<file path="src/rtl/gcd_pkg.sv">
`default_nettype none
// ============================================================================
// Module   : gcd_pkg
// Brief    : Shared state encoding and limits for the GCD subtraction engine.
// Revision : 1.0
// ============================================================================
package gcd_pkg;

    localparam int GCD_WIDTH_MAX = 32;

    typedef enum logic [1:0] {
        IDLE = 2'd0,
        CALC = 2'd1,
        DONE = 2'd2
    } gcd_state_t;

endpackage : gcd_pkg
`default_nettype wire

</file>
<file path="src/rtl/sub_nbit.sv">
`default_nettype none
// ============================================================================
// Module   : sub_nbit
// Brief    : WIDTH-bit subtractor x + ~y + 1; carry-out set means x >= y.
// Revision : 1.0
// ============================================================================
module sub_nbit #(
    parameter int WIDTH = 4
) (
    input  logic [WIDTH-1:0] x,
    input  logic [WIDTH-1:0] y,
    output logic [WIDTH-1:0] diff,
    output logic             cout
);

    logic [WIDTH:0] w_sum;

    // One extra bit captures the carry out of the inverted-add.
    assign w_sum = {1'b0, x} + {1'b0, ~y} + {{WIDTH{1'b0}}, 1'b1};
    assign diff  = w_sum[WIDTH-1:0];
    assign cout  = w_sum[WIDTH];

endmodule : sub_nbit
`default_nettype wire

</file>
<file path="src/rtl/gcd_sub_engine.sv">
`default_nettype none
// ============================================================================
// Module   : gcd_sub_engine
// Brief    : Multi-cycle Euclid-by-subtraction GCD with valid/ready handshakes.
// Revision : 1.0
// ============================================================================
module gcd_sub_engine
    import gcd_pkg::*;
#(
    parameter int WIDTH = 4
) (
    input  logic             clk,
    input  logic             rst_n,
    input  logic             in_valid,
    output logic             in_ready,
    input  logic [WIDTH-1:0] a,
    input  logic [WIDTH-1:0] b,
    output logic             out_valid,
    input  logic             out_ready,
    output logic [WIDTH-1:0] gcd,
    output logic [WIDTH-1:0] steps
);

    localparam logic [WIDTH-1:0] c_one = {{(WIDTH-1){1'b0}}, 1'b1};

    generate
        if (WIDTH < 2 || WIDTH > GCD_WIDTH_MAX) begin : g_width_check
            $error("gcd_sub_engine: WIDTH out of range 2..32");
        end
    endgenerate

    gcd_state_t       r_state;
    logic [WIDTH-1:0] r_ra;
    logic [WIDTH-1:0] r_rb;
    logic [WIDTH-1:0] r_cnt;
    logic [WIDTH-1:0] r_gcd;
    logic [WIDTH-1:0] r_steps;
    logic             r_out_valid;

    logic [WIDTH-1:0] w_diff_ab;
    logic [WIDTH-1:0] w_diff_ba;
    logic             w_cout_ab;
    logic             w_cout_ba;
    logic             w_eq;
    logic             w_a_gt_b;
    logic             w_b_gt_a;
    logic             w_zero_op;

    sub_nbit #(.WIDTH(WIDTH)) u_sub_ab (
        .x    (r_ra),
        .y    (r_rb),
        .diff (w_diff_ab),
        .cout (w_cout_ab)
    );

    sub_nbit #(.WIDTH(WIDTH)) u_sub_ba (
        .x    (r_rb),
        .y    (r_ra),
        .diff (w_diff_ba),
        .cout (w_cout_ba)
    );

    // Carry-out doubles as the >= comparator; a zero difference splits >= into == and >.
    assign w_eq      = w_cout_ab & ~(|w_diff_ab);
    assign w_a_gt_b  = w_cout_ab &  (|w_diff_ab);
    assign w_b_gt_a  = w_cout_ba &  (|w_diff_ba);
    assign w_zero_op = (a == '0) || (b == '0);

    always_ff @(posedge clk or negedge rst_n) begin
        if (!rst_n) begin
            r_state     <= IDLE;
            r_ra        <= '0;
            r_rb        <= '0;
            r_cnt       <= '0;
            r_gcd       <= '0;
            r_steps     <= '0;
            r_out_valid <= 1'b0;
        end else begin
            case (r_state)
                IDLE: begin
                    if (in_valid) begin
                        r_ra  <= a;
                        r_rb  <= b;
                        r_cnt <= '0;
                        if (w_zero_op) begin
                            r_gcd       <= a | b;
                            r_steps     <= '0;
                            r_out_valid <= 1'b1;
                            r_state     <= DONE;
                        end else begin
                            r_state <= CALC;
                        end
                    end
                end
                CALC: begin
                    if (w_eq) begin
                        r_gcd       <= r_ra;
                        r_steps     <= r_cnt;
                        r_out_valid <= 1'b1;
                        r_state     <= DONE;
                    end else if (w_a_gt_b) begin
                        r_ra  <= w_diff_ab;
                        r_cnt <= r_cnt + c_one;
                    end else if (w_b_gt_a) begin
                        r_rb  <= w_diff_ba;
                        r_cnt <= r_cnt + c_one;
                    end
                end
                DONE: begin
                    if (out_ready) begin
                        r_out_valid <= 1'b0;
                        r_state     <= IDLE;
                    end
                end
                default: begin
                    r_out_valid <= 1'b0;
                    r_state     <= IDLE;
                end
            endcase
        end
    end

    assign in_ready  = (r_state == IDLE);
    assign out_valid = r_out_valid;
    assign gcd       = r_gcd;
    assign steps     = r_steps;

endmodule : gcd_sub_engine
`default_nettype wire

</file>
<file path="config.mk">
export PLATFORM = sky130hd
export DESIGN_NAME = gcd_sub_engine
export DESIGN_NICKNAME = d
export VERILOG_FILES = /design/src/rtl/gcd_pkg.sv /design/src/rtl/sub_nbit.sv /design/src/rtl/gcd_sub_engine.sv
export SDC_FILE = /design/constraint.sdc
export NUM_CORES = 1
export LEC_CHECK = 0
export ABC_AREA = 1
export BUFFER_PORTS_ARGS = -buffer_cell sky130_fd_sc_hd__buf_2
export CAP_MARGIN = 20
export CORE_ASPECT_RATIO = 2
export CORE_MARGIN = 3
export CORE_UTILIZATION = 45
export DETAILED_ROUTE_END_ITERATION = 8
export GPL_TIMING_DRIVEN = 0
export PLACE_DENSITY_LB_ADDON = 0.08
export SLEW_MARGIN = 0
export SYNTH_ARGS = -nofsm -noshare
export SYNTH_HDL_FRONTEND = slang
export SYNTH_HIERARCHICAL = 1
export SYNTH_SLANG_ARGS = --single-unit
export TNS_END_PERCENT = 5
</file>
<file path="constraint.sdc">
create_clock -name clk -period 4.82 [get_ports clk]
set_clock_uncertainty 0.05 [all_clocks]
set_input_delay 1.446 -clock clk [delete_from_list [all_inputs] [get_ports clk]]
set_output_delay 1.446 -clock clk [all_outputs]
set_load 0.005 [all_outputs]
</file>
==> impl_metrics.csv <==
group,metric,value,unit
critical_path,worstPathMaxFanout,4,
clock_network,cts_buffers,3,
critical_path,timing.critical_path.slowest_cell_delay,0.45,ns
route,remaining_drc_errors,0,
finish,layout-drive-gt1-share,0.1895,
clock_network,post_cts_buffers,0,
grt,grt_pass1_vias,1452,
route,vias,1404,
synth,async_flop_share,1.000,
clock_network,cts.clk_slew.worst_paths,0.08,ns
clock_network,cts.root.buffer_cell,"sky130_fd_sc_hd__clkbuf_8",
synth,synth_compound_gate_area_share,0.04651,
synth,syn-mean-instance-area,7.238,um^2
timing,max_slew.worst_pin.slew,0.5124,ns
placed_design,gp_congestion,0.8328,
finish,flow.area_growth_from_synthesis,13.10,%
grt,antenna_found_initial,0,
route,first_pass_drt_iterations,4,
clock_network,cts.hold.buffers_added,0,
synth,synth_edf_count,0,
synth,synth-warning-count,6,
timing,number_of_pins_with_negative_max_slew_slack_in_the_final_report,0,
synth,synth_top_area_share,0.3566,
grt,largest_net_degree_at_the_start_of_global_routing,24,
synth,synth_top_area_cell,"sky130_fd_sc_hd__dfrtp_1",
placed_design,port_buffers,21,
route,detail-route-antenna-nets,0,
synth,synth.mux.area_fraction,0,
grt,globalRouteOverflowTotal,0,
placed_design,placed_wire_length_estimate_after_detailed_placement,2913,um
synth,synth_top_cells_by_area,"sky130_fd_sc_hd__dfrtp_1, sky130_fd_sc_hd__nand2_1, sky130_fd_sc_hd__nand3_1",
synth,syn_area,1614,um^2
finish,layout.core_utilization,0.5344,
status,status,"finished clean",
critical_path,cell_breakdown_of_the_critical_path,"nor2_4, buf_2",
floorplanning,num_io_pins,22,
floorplanning,chipWidth,48.35,um
worst_hold_path,beginning_of_the_worst_hold_path,"gcd[2]$_DFFE_PN0P_",
floorplanning,floorplan.die_area,4385,um^2
pwr,p_per_area,175.5,nW/um^2
critical_path,crit_family,"flip-flops",
clock_network,cts_tree,"built",
floorplanning,floorplan.die.height,90.70,um
finish,footprint_of_the_multi_input_gates,923.4,um^2
critical_path,worst_r2r_start,"r_ra[0]$_DFFE_PN0P_",
finish,n_antenna_cell,0,
pwr,worst_ir_drop_vdd,95.06,uV
critical_path,timing_worst_setup_path_type,"flop to output pin",
finish,ff_latch_area,575.6,um^2
finish,num-fill-cells,368,
timing,achievable-frequency,0.4029,GHz
synth,post_synth_inst_count,223,
clock_network,clock_sinks,23,
critical_path,critPathLaunchType,"flop",
critical_path,crit_path_top_delay_cell,"sky130_fd_sc_hd__dfrtp_1",
critical_path,end_kind,"output pin",
clock_network,number_of_h_tree_levels,1,
synth,ys.flop_type,"sky130_fd_sc_hd__dfrtp_1",
floorplanning,std_cell_rows,30,
clock_network,cts.repair.resized,0,
synth,synth_fa_ha_area_frac,0.09457,
timing,worst_slew_margin_rel,0.6584,
critical_path,crit_start,"r_state[1]$_DFFE_PN0P_",
route,drt-initial-drc-count,28,
timing,finalSetupViolations,0,
timing,period_minus_slack,2.482,ns
grt,grt_usage,0.1845,
clock_network,clk-insertion-delay-late,0.26,ns
timing,finalCritPeriodShare,0.5149,
job,number_of_max_cap_violations,0,
clock_network,cts-root-to-sink-buffers,2,
critical_path,cp.required,3.32,ns
synth,number_of_different_library_cells_in_the_post_synthesis_netlist,24,
synth,area_fraction_in_and_or_nand_and_nor_cells_after_synthesis,0.4147,
route,routed_wire_length_per_instance,11.69,um
synth,ys_ff_latch,23,
critical_path,worst-endpoint-arrival,0.99,ns
synth,synth_top_family_by_area,"simple AND/OR/NAND/NOR gates",
floorplanning,initial_utilization,0.4725,
critical_path,crit_buf_inv,1,
synth,post_synthesis_xor_xnor_area_fraction,0.01628,
synth,post_synth_most_frequent_cells,"sky130_fd_sc_hd__nand2_1, sky130_fd_sc_hd__nand3_1, sky130_fd_sc_hd__dfrtp_1",
timing,final-hold-violation-count,0,
synth,synth_most_common_cell,"sky130_fd_sc_hd__nand2_1",
route,post_route_wl,3459,um
worst_hold_path,hold_class,"flop to flop",
timing,timing.setup.tns,0,ns
floorplanning,core_region_area,3416,um^2
route,avgViaCountPerCell,4.743,
grt,global_route_wire_length_before_repair,6403,um
timing,grt_setup_unrepaired,"no",
finish,num-nets-final,272,
synth,yosysSeqAreaShare,0.3566,
pwr,total_leakage_power,1.051,nW
synth,synthesis.nets,246,
==> report_power, final <==
group	internal, W	leakage, nW	switching, W
clock	0.0000575	0.0255	0.0000597
combinational	0.00000381	0.734	0.00000658
sequential	0.000193	0.291	0
==> flip-flops by register name (all words and copies together), names as in the netlist <==
signal and cells:
gcd 4, out_valid 1, r_cnt 4, r_ra 4, r_rb 4, r_state 2, steps 4
==> metrics by stage <==
stage	cell area, um^2	hold slack, ns	setup slack [ns]	instances	power, W
2_1_floorplan	1614	0.4138	2.611	223	0.0001979
3_3_place_gp	1779	0.4089	2.355	292	0.0002074
3_5_place_dp	1779	0.4108	2.332	292	0.0002074
4_1_cts	1826	0.4334	2.324	296	0.0003259
5_1_grt	1826	0.4481	2.273	296	0.0003415
6_report	1826	0.4267	2.338	296	0.0003204
==> tightest hold or removal path, delay by kind of cell (launching register included) <==
kind          cells  cell delay (ns)
simple gates      2             0.10
flops             1             0.34
==> cells by family (layout without fill, tap and decap cells) <==
| logic type | after synthesis | in the layout |
|---|---|---|
| AO/OA/AOI/OAI | 11 | 11 |
| XOR/XNOR | 3 | 3 |
| adder cells (fa/ha/maj) | 11 | 11 |
| buffers and inverters | 27 | 52 |
| flip-flops | 23 | 23 |
| AND/OR/NAND/NOR | 148 | 148 |
==> area by class of cell <==
| cell class | count | area share |
|---|---|---|
| Timing Repair Buffer | 21 | 0.05757 |
| Multi-Input combinational cell | 173 | 0.5058 |
| Clock inverter | 1 | 0.002742 |
| Tap cell | 48 | 0.03290 |
| Clock buffer | 3 | 0.02262 |
| Buffer | 4 | 0.01576 |
| Sequential cell | 23 | 0.3153 |
| Inverter | 23 | 0.04729 |
==> worst paths after layout <==
check / endpoint / cells past startpoint / slack, ns
worst min register to register: gcd[2]$_DFFE_PN0P_ / 2 / 0.43
worst min-delay path: gcd[2]$_DFFE_PN0P_ / 2 / 0.43
worst max register to register: r_rb[3]$_DFFE_PN0P_ / 12 / 2.62
worst max-delay path: in_ready / 2 / 2.34
min in group asynchronous: r_state[1]$_DFFE_PN0P_ / 1 / 1.10
max in group asynchronous: r_ra[0]$_DFFE_PN0P_ / 1 / 3.28
==> layout by cell type (no fill, tap or decap), drive strengths merged <==
cell type	synthesis	routed
nor2	17	17
o21ai	5	5
xor2	2	2
clkinv	0	1
a21oi	4	4
fa	2	2
o21bai	2	2
buf	4	25
dfrtp	23	23
xnor2	1	1
nand3	28	28
clkbuf	0	3
ha	9	9
inv	23	23
nand3b	1	1
nand4	5	5
nand2	97	97
==> per-layer routing <==
layer  track usage  routed length [um]  vias up
li1              -                   -      765
met1        0.2021                1390      604
met2        0.3445                1868       27
met3       0.02149                  99        8
met4       0.08314                 100        0
met5             0                   0        -
(Power assumes the default switching activity.)
